### src/rtl/rcla15_accum_ctrl.sv
// rcla15_accum_ctrl
// Sequencing stage around an external 15-bit carry look-ahead adder.
// Accepted terms are summed into a running total by steering
// X = running total and Y = term onto the adder and capturing its 16-bit sum.
// When the last term of a packet is accepted, the block presents the total,
// a sticky carry-out flag and a saturating term count on a valid/ready port.
// The block then holds that result until the consumer takes it.

module rcla15_accum_ctrl #(
  parameter int CNT_W = 8
) (
  input  logic             clk,
  input  logic             rst_n,
  // upstream term stream
  input  logic             in_valid,
  output logic             in_ready,
  input  logic [14:0]      in_data,
  input  logic             in_last,
  // external combinational adder
  output logic [14:0]      add_x,
  output logic [14:0]      add_y,
  input  logic [15:0]      add_s,
  // packet result
  output logic             out_valid,
  input  logic             out_ready,
  output logic [14:0]      out_sum,
  output logic             out_ovf,
  output logic [CNT_W-1:0] out_count
);

  typedef enum logic [1:0] {
    IDLE  = 2'd0,
    ACCUM = 2'd1,
    HOLD  = 2'd2
  } state_t;

  state_t           state;
  state_t           state_nxt;

  logic [14:0]      acc;
  logic             ovf;
  logic [CNT_W-1:0] cnt;

  logic             accept;
  logic             take;
  logic             cnt_full;

  // Handshake qualifiers.
  // in_ready depends only on the state decode. Because of that, out_ready can never
  // reach in_ready combinationally.
  assign accept   = in_valid & in_ready;
  assign take     = (state == HOLD) & out_ready;
  assign cnt_full = (cnt == {CNT_W{1'b1}});

  // Adder steering: the running total is always on X. Y is zeroed unless a term is
  // actually being accepted, so add_s only ever carries a meaningful sum on accept.
  assign add_x = acc;
  assign add_y = accept ? in_data : 15'd0;

  // The result port reflects the live registers. While in HOLD nothing can update
  // them, so the reported values are stable for as long as the result waits.
  assign out_sum   = acc;
  assign out_ovf   = ovf;
  assign out_count = cnt;

  // State register.
  // NOTE: sequential state uses non-blocking assignments so every flop samples
  // pre-edge values; blocking here would create order-dependent simulation races.
  always_ff @(posedge clk or negedge rst_n) begin
    if (!rst_n) begin
      state <= IDLE;
    end else begin
      state <= state_nxt;
    end
  end

  // Next-state decode plus the state-derived handshake outputs.
  always_comb begin
    // NOTE: every output of this block gets a default first. A path that
    // leaves one unassigned would otherwise infer a latch.
    state_nxt = state;
    in_ready  = 1'b1;
    out_valid = 1'b0;

    unique case (state)
      IDLE: begin
        if (accept) begin
          state_nxt = in_last ? HOLD : ACCUM;
        end
      end
      ACCUM: begin
        if (accept && in_last) begin
          state_nxt = HOLD;
        end
      end
      HOLD: begin
        in_ready  = 1'b0;
        out_valid = 1'b1;
        if (out_ready) begin
          state_nxt = IDLE;
        end
      end
      default: begin
        state_nxt = IDLE;
      end
    endcase
  end

  // Datapath: on accept, capture the adder sum, OR in its carry-out and bump the
  // saturating count. When the result is taken, clear everything so the next
  // packet starts from zero. A reset discards any partial packet.
  always_ff @(posedge clk or negedge rst_n) begin
    if (!rst_n) begin
      acc <= 15'd0;
      ovf <= 1'b0;
      cnt <= '0;
    end else if (accept) begin
      acc <= add_s[14:0];
      ovf <= ovf | add_s[15];
      if (!cnt_full) begin
        cnt <= cnt + 1'b1;
      end
    end else if (take) begin
      acc <= 15'd0;
      ovf <= 1'b0;
      cnt <= '0;
    end
  end

endmodule

### config.mk
export PLATFORM = sky130hd
export DESIGN_NAME = rcla15_accum_ctrl
export DESIGN_NICKNAME = d
export VERILOG_FILES = /design/src/rtl/rcla15_accum_ctrl.sv
export SDC_FILE = /design/constraint.sdc
export NUM_CORES = 1
export LEC_CHECK = 0
export ABC_AREA = 1
export CAP_MARGIN = 30
export CORE_ASPECT_RATIO = 1.5
export CORE_UTILIZATION = 40
export DETAILED_ROUTE_END_ITERATION = 12
export GPL_TIMING_DRIVEN = 0
export MAX_ROUTING_LAYER = met4
export PLACE_DENSITY = 0.83
export SLEW_MARGIN = 20
export SYNTH_ARGS = -nofsm -noshare
export SYNTH_HDL_FRONTEND = slang
export SYNTH_SLANG_ARGS = --single-unit
### constraint.sdc
create_clock -name clk -period 3.55 [get_ports clk]
set_clock_uncertainty 0.1 [all_clocks]
set_input_delay 0.355 -clock clk [delete_from_list [all_inputs] [get_ports clk]]
set_output_delay 0.355 -clock clk [all_outputs]
set_load 0.005 [all_outputs]
==> impl_metrics.ini <==
[timing]
worst_pin_slew_ns = 0.589
setup_viol_count_final = 0
drv_slew = 0
slew_headroom_pct = 60.7
finalCritPeriodShare_pct = 65.8
fin_setup_tns_ns = 0
rsz0062_at_grt = no
fmax_mhz = 428
timing.hold.ws_ns = 0.435
period_needed_ns = 2.34
final-hold-violation-count = 0

[clock_network]
cts.htree.levels = 1
cts_buffer_depth = 2
clock-sinks = 26
post_cts_buffers = 0
cts_buffers = 3
root_buffer = clkbuf_8
clk_latency_ns = 0.27
path_clk_slew_ns = 0.09
cts_tree = built

[synth]
yosys.area_share.simple_pct = 34.5
synth_mux_area_share_pct = 0
synth_cell_types = 22
synth_xor_area_share_pct = 1.76
synth_cells = 191
ys_ff_latch = 26
netlist_area_um2 = 1490
syn_avg_cell_area_um2 = 7.80
yosysWarnings = 0
synth_nets = 228
synth_compound_area_share_pct = 3.02
synth_fa_ha_area_share_pct = 0.840
synth_top_family_by_area = simple AND/OR/NAND/NOR gates
seq_area_frac_synth_pct = 43.7

[power]
power_w = 0.00103
max-vdd-ir-drop_mv = 0.364
power.leakage_nw = 1.21
powerDensity_nw_per_um2 = 408

[die]
start_util_pct = 42.8
die_height_um = 76.8
dieArea_um2 = 3980
die_w_um = 51.8
rows = 26
boundaryPins = 92
fp.coreArea_um2 = 3480

[route]
drtPass1Iterations = 4
drt-total-wl_um = 3960
ant_nets = 0
vias = 1514
drc = 0
drt-wirelength-per-cell_um = 12.0
vias_per_cell = 4.60
drt_iter0_drc = 27

[worst_setup_path]
reg2reg_slack_ns = 2.05
crit_family = buffers and inverters
cp.arrival_ns = 1.88
critPathRequiredTime_ns = 3.09
worstSetupEndpointType = output port
cpPeakStageDelay_ns = 0.61
crit_path_frequent_cell = clkdlybuf4s50_1
cp-start-kind = input pin
worst-path-buf-inv = 3
crit_fanout = 10
cp_slowest_cell = clkdlybuf4s50_1
path_class = input pin to output port
worstPathCellList = clkdlybuf4s50_1 -> nand2_8 -> buf_2 -> nor2_1 -> clkdlybuf4s50_1

[final_layout]
most-common-layout-cells = clkdlybuf4s50_1 (90), nand2_1 (53), dfrtp_1 (26), nor2_1 (23), nand3_1 (22)
fin_area_um2 = 2530
areaGrowthSynthToFinish_pct = 69.8
antenna_cells = 0
final_common_cell = clkdlybuf4s50_1
layout-drive-gt1-share_pct = 13.6
nets = 325
fillCellCount = 283

[placement]
portBuffers = 91
place_area_um2 = 2450
place_hpwl_um = 3090
gp_congestion = 0.723

[global_routing]
grt_remaining_overflow = 0
grt_pass1_vias = 1452
gr-usage-all-layers_pct = 21.9
antenna_found_initial = 0
grt_max_degree = 27
grt_pass1_wl_um = 6580

[run_status]
status = complete, no violations

[run]
max-cap-violations = 0

[min_path]
hp-class = flip-flop to flip-flop
## where the power goes
group | switching, W | internal, W | total (W)
Sequential | 0.0000519 | 0.000343 | 0.000395
Clock | 0.0000949 | 0.000151 | 0.000246
Combinational | 0.000138 | 0.000253 | 0.000391
## path summary, 6_finish.rpt
path | depth (start not counted) | end | start
setup / recovery | 5 | add_y[6] | in_valid
hold / removal | 2 | add_x[10] | add_x[10]
setup reg to reg | 8 | out_count[5] | out_count[0]
hold reg to reg | 2 | add_x[10] | add_x[10]
max in group asynchronous | 2 | state[1] | rst_n
min in group asynchronous | 2 | add_x[7] | rst_n
## sequential cells by signal (all words and copies together) (netlist names)
signal	flops
add_x	15
out_count	8
out_ovf	1
state	2
## area by class of cell
cell class	count	area, µm²	area share (%)
Clock buffer	3	41.3	1.63
Inverter	22	85.1	3.36
Buffer	21	156	6.18
Multi-Input combinational cell	122	598	23.6
Sequential cell	26	651	25.7
Tap cell	42	52.6	2.08
Clock inverter	1	30.0	1.19
Timing Repair Buffer	92	916	36.2
## what timing repair did
action / 4_1_cts / 5_1_grt
hold buffers: 1 / 0
resized for setup: 0 / 0
endpoints found under the hold margin: 26 / 0
## cells in the mapped netlist
cell type	count	area, µm²
nand2_1	53	199
nand2_2	3	18.8
buf_2	2	10.0
nand2_8	1	20.0
o21ai_1	6	30.0
o22ai_1	1	6.26
inv_1	21	78.8
xnor2_1	2	17.5
ha_1	1	12.5
nor2_1	23	86.3
buf_6	1	11.3
nand3_2	2	20.0
nand3_1	22	110
xor2_1	1	8.76
inv_4	1	6.26
nand3_4	1	17.5
buf_4	18	135
nand2_4	2	22.5
o21ai_2	1	8.76
nor3b_1	1	7.51
dfrtp_1	26	651
nor2_2	2	12.5
## metrics by stage
stage	setup slack (ns)	utilization, %	std cells
2_1_floorplan	2.18	-	191
5_1_grt	1.14	72.7	329
3_3_place_gp	1.22	70.5	324
4_1_cts	1.20	72.7	329
6_report	1.21	72.7	329
3_5_place_dp	1.20	70.3	324
## kinds of logic after synthesis
| family | Yosys count |
|---|---|
| compound gates | 8 |
| xor+xnor | 3 |
| fa+ha+maj | 1 |
| buf+inv | 43 |
| flops | 26 |
| simple gates | 110 |
## worst register-to-register path, stage by stage, from the launching register on
cell     delay (ns)
dfrtp_1        0.46
ha_1           0.24
nand2_2        0.09
nor2_2         0.13
nand2_1        0.10
nand2_2        0.09
nand2_1        0.07
nand3_1        0.09
nand2_1        0.05
## per-layer routing
metal | track usage, % | vias up | wire, µm
li1 | - | 764 | -
met1 | 25.0 | 695 | 1590
met2 | 38.6 | 48 | 2190
met3 | 1.98 | 7 | 123
met4 | 7.03 | 0 | 63
met5 | - | - | 0
No activity file was read; power rests on OpenSTA's default activity.
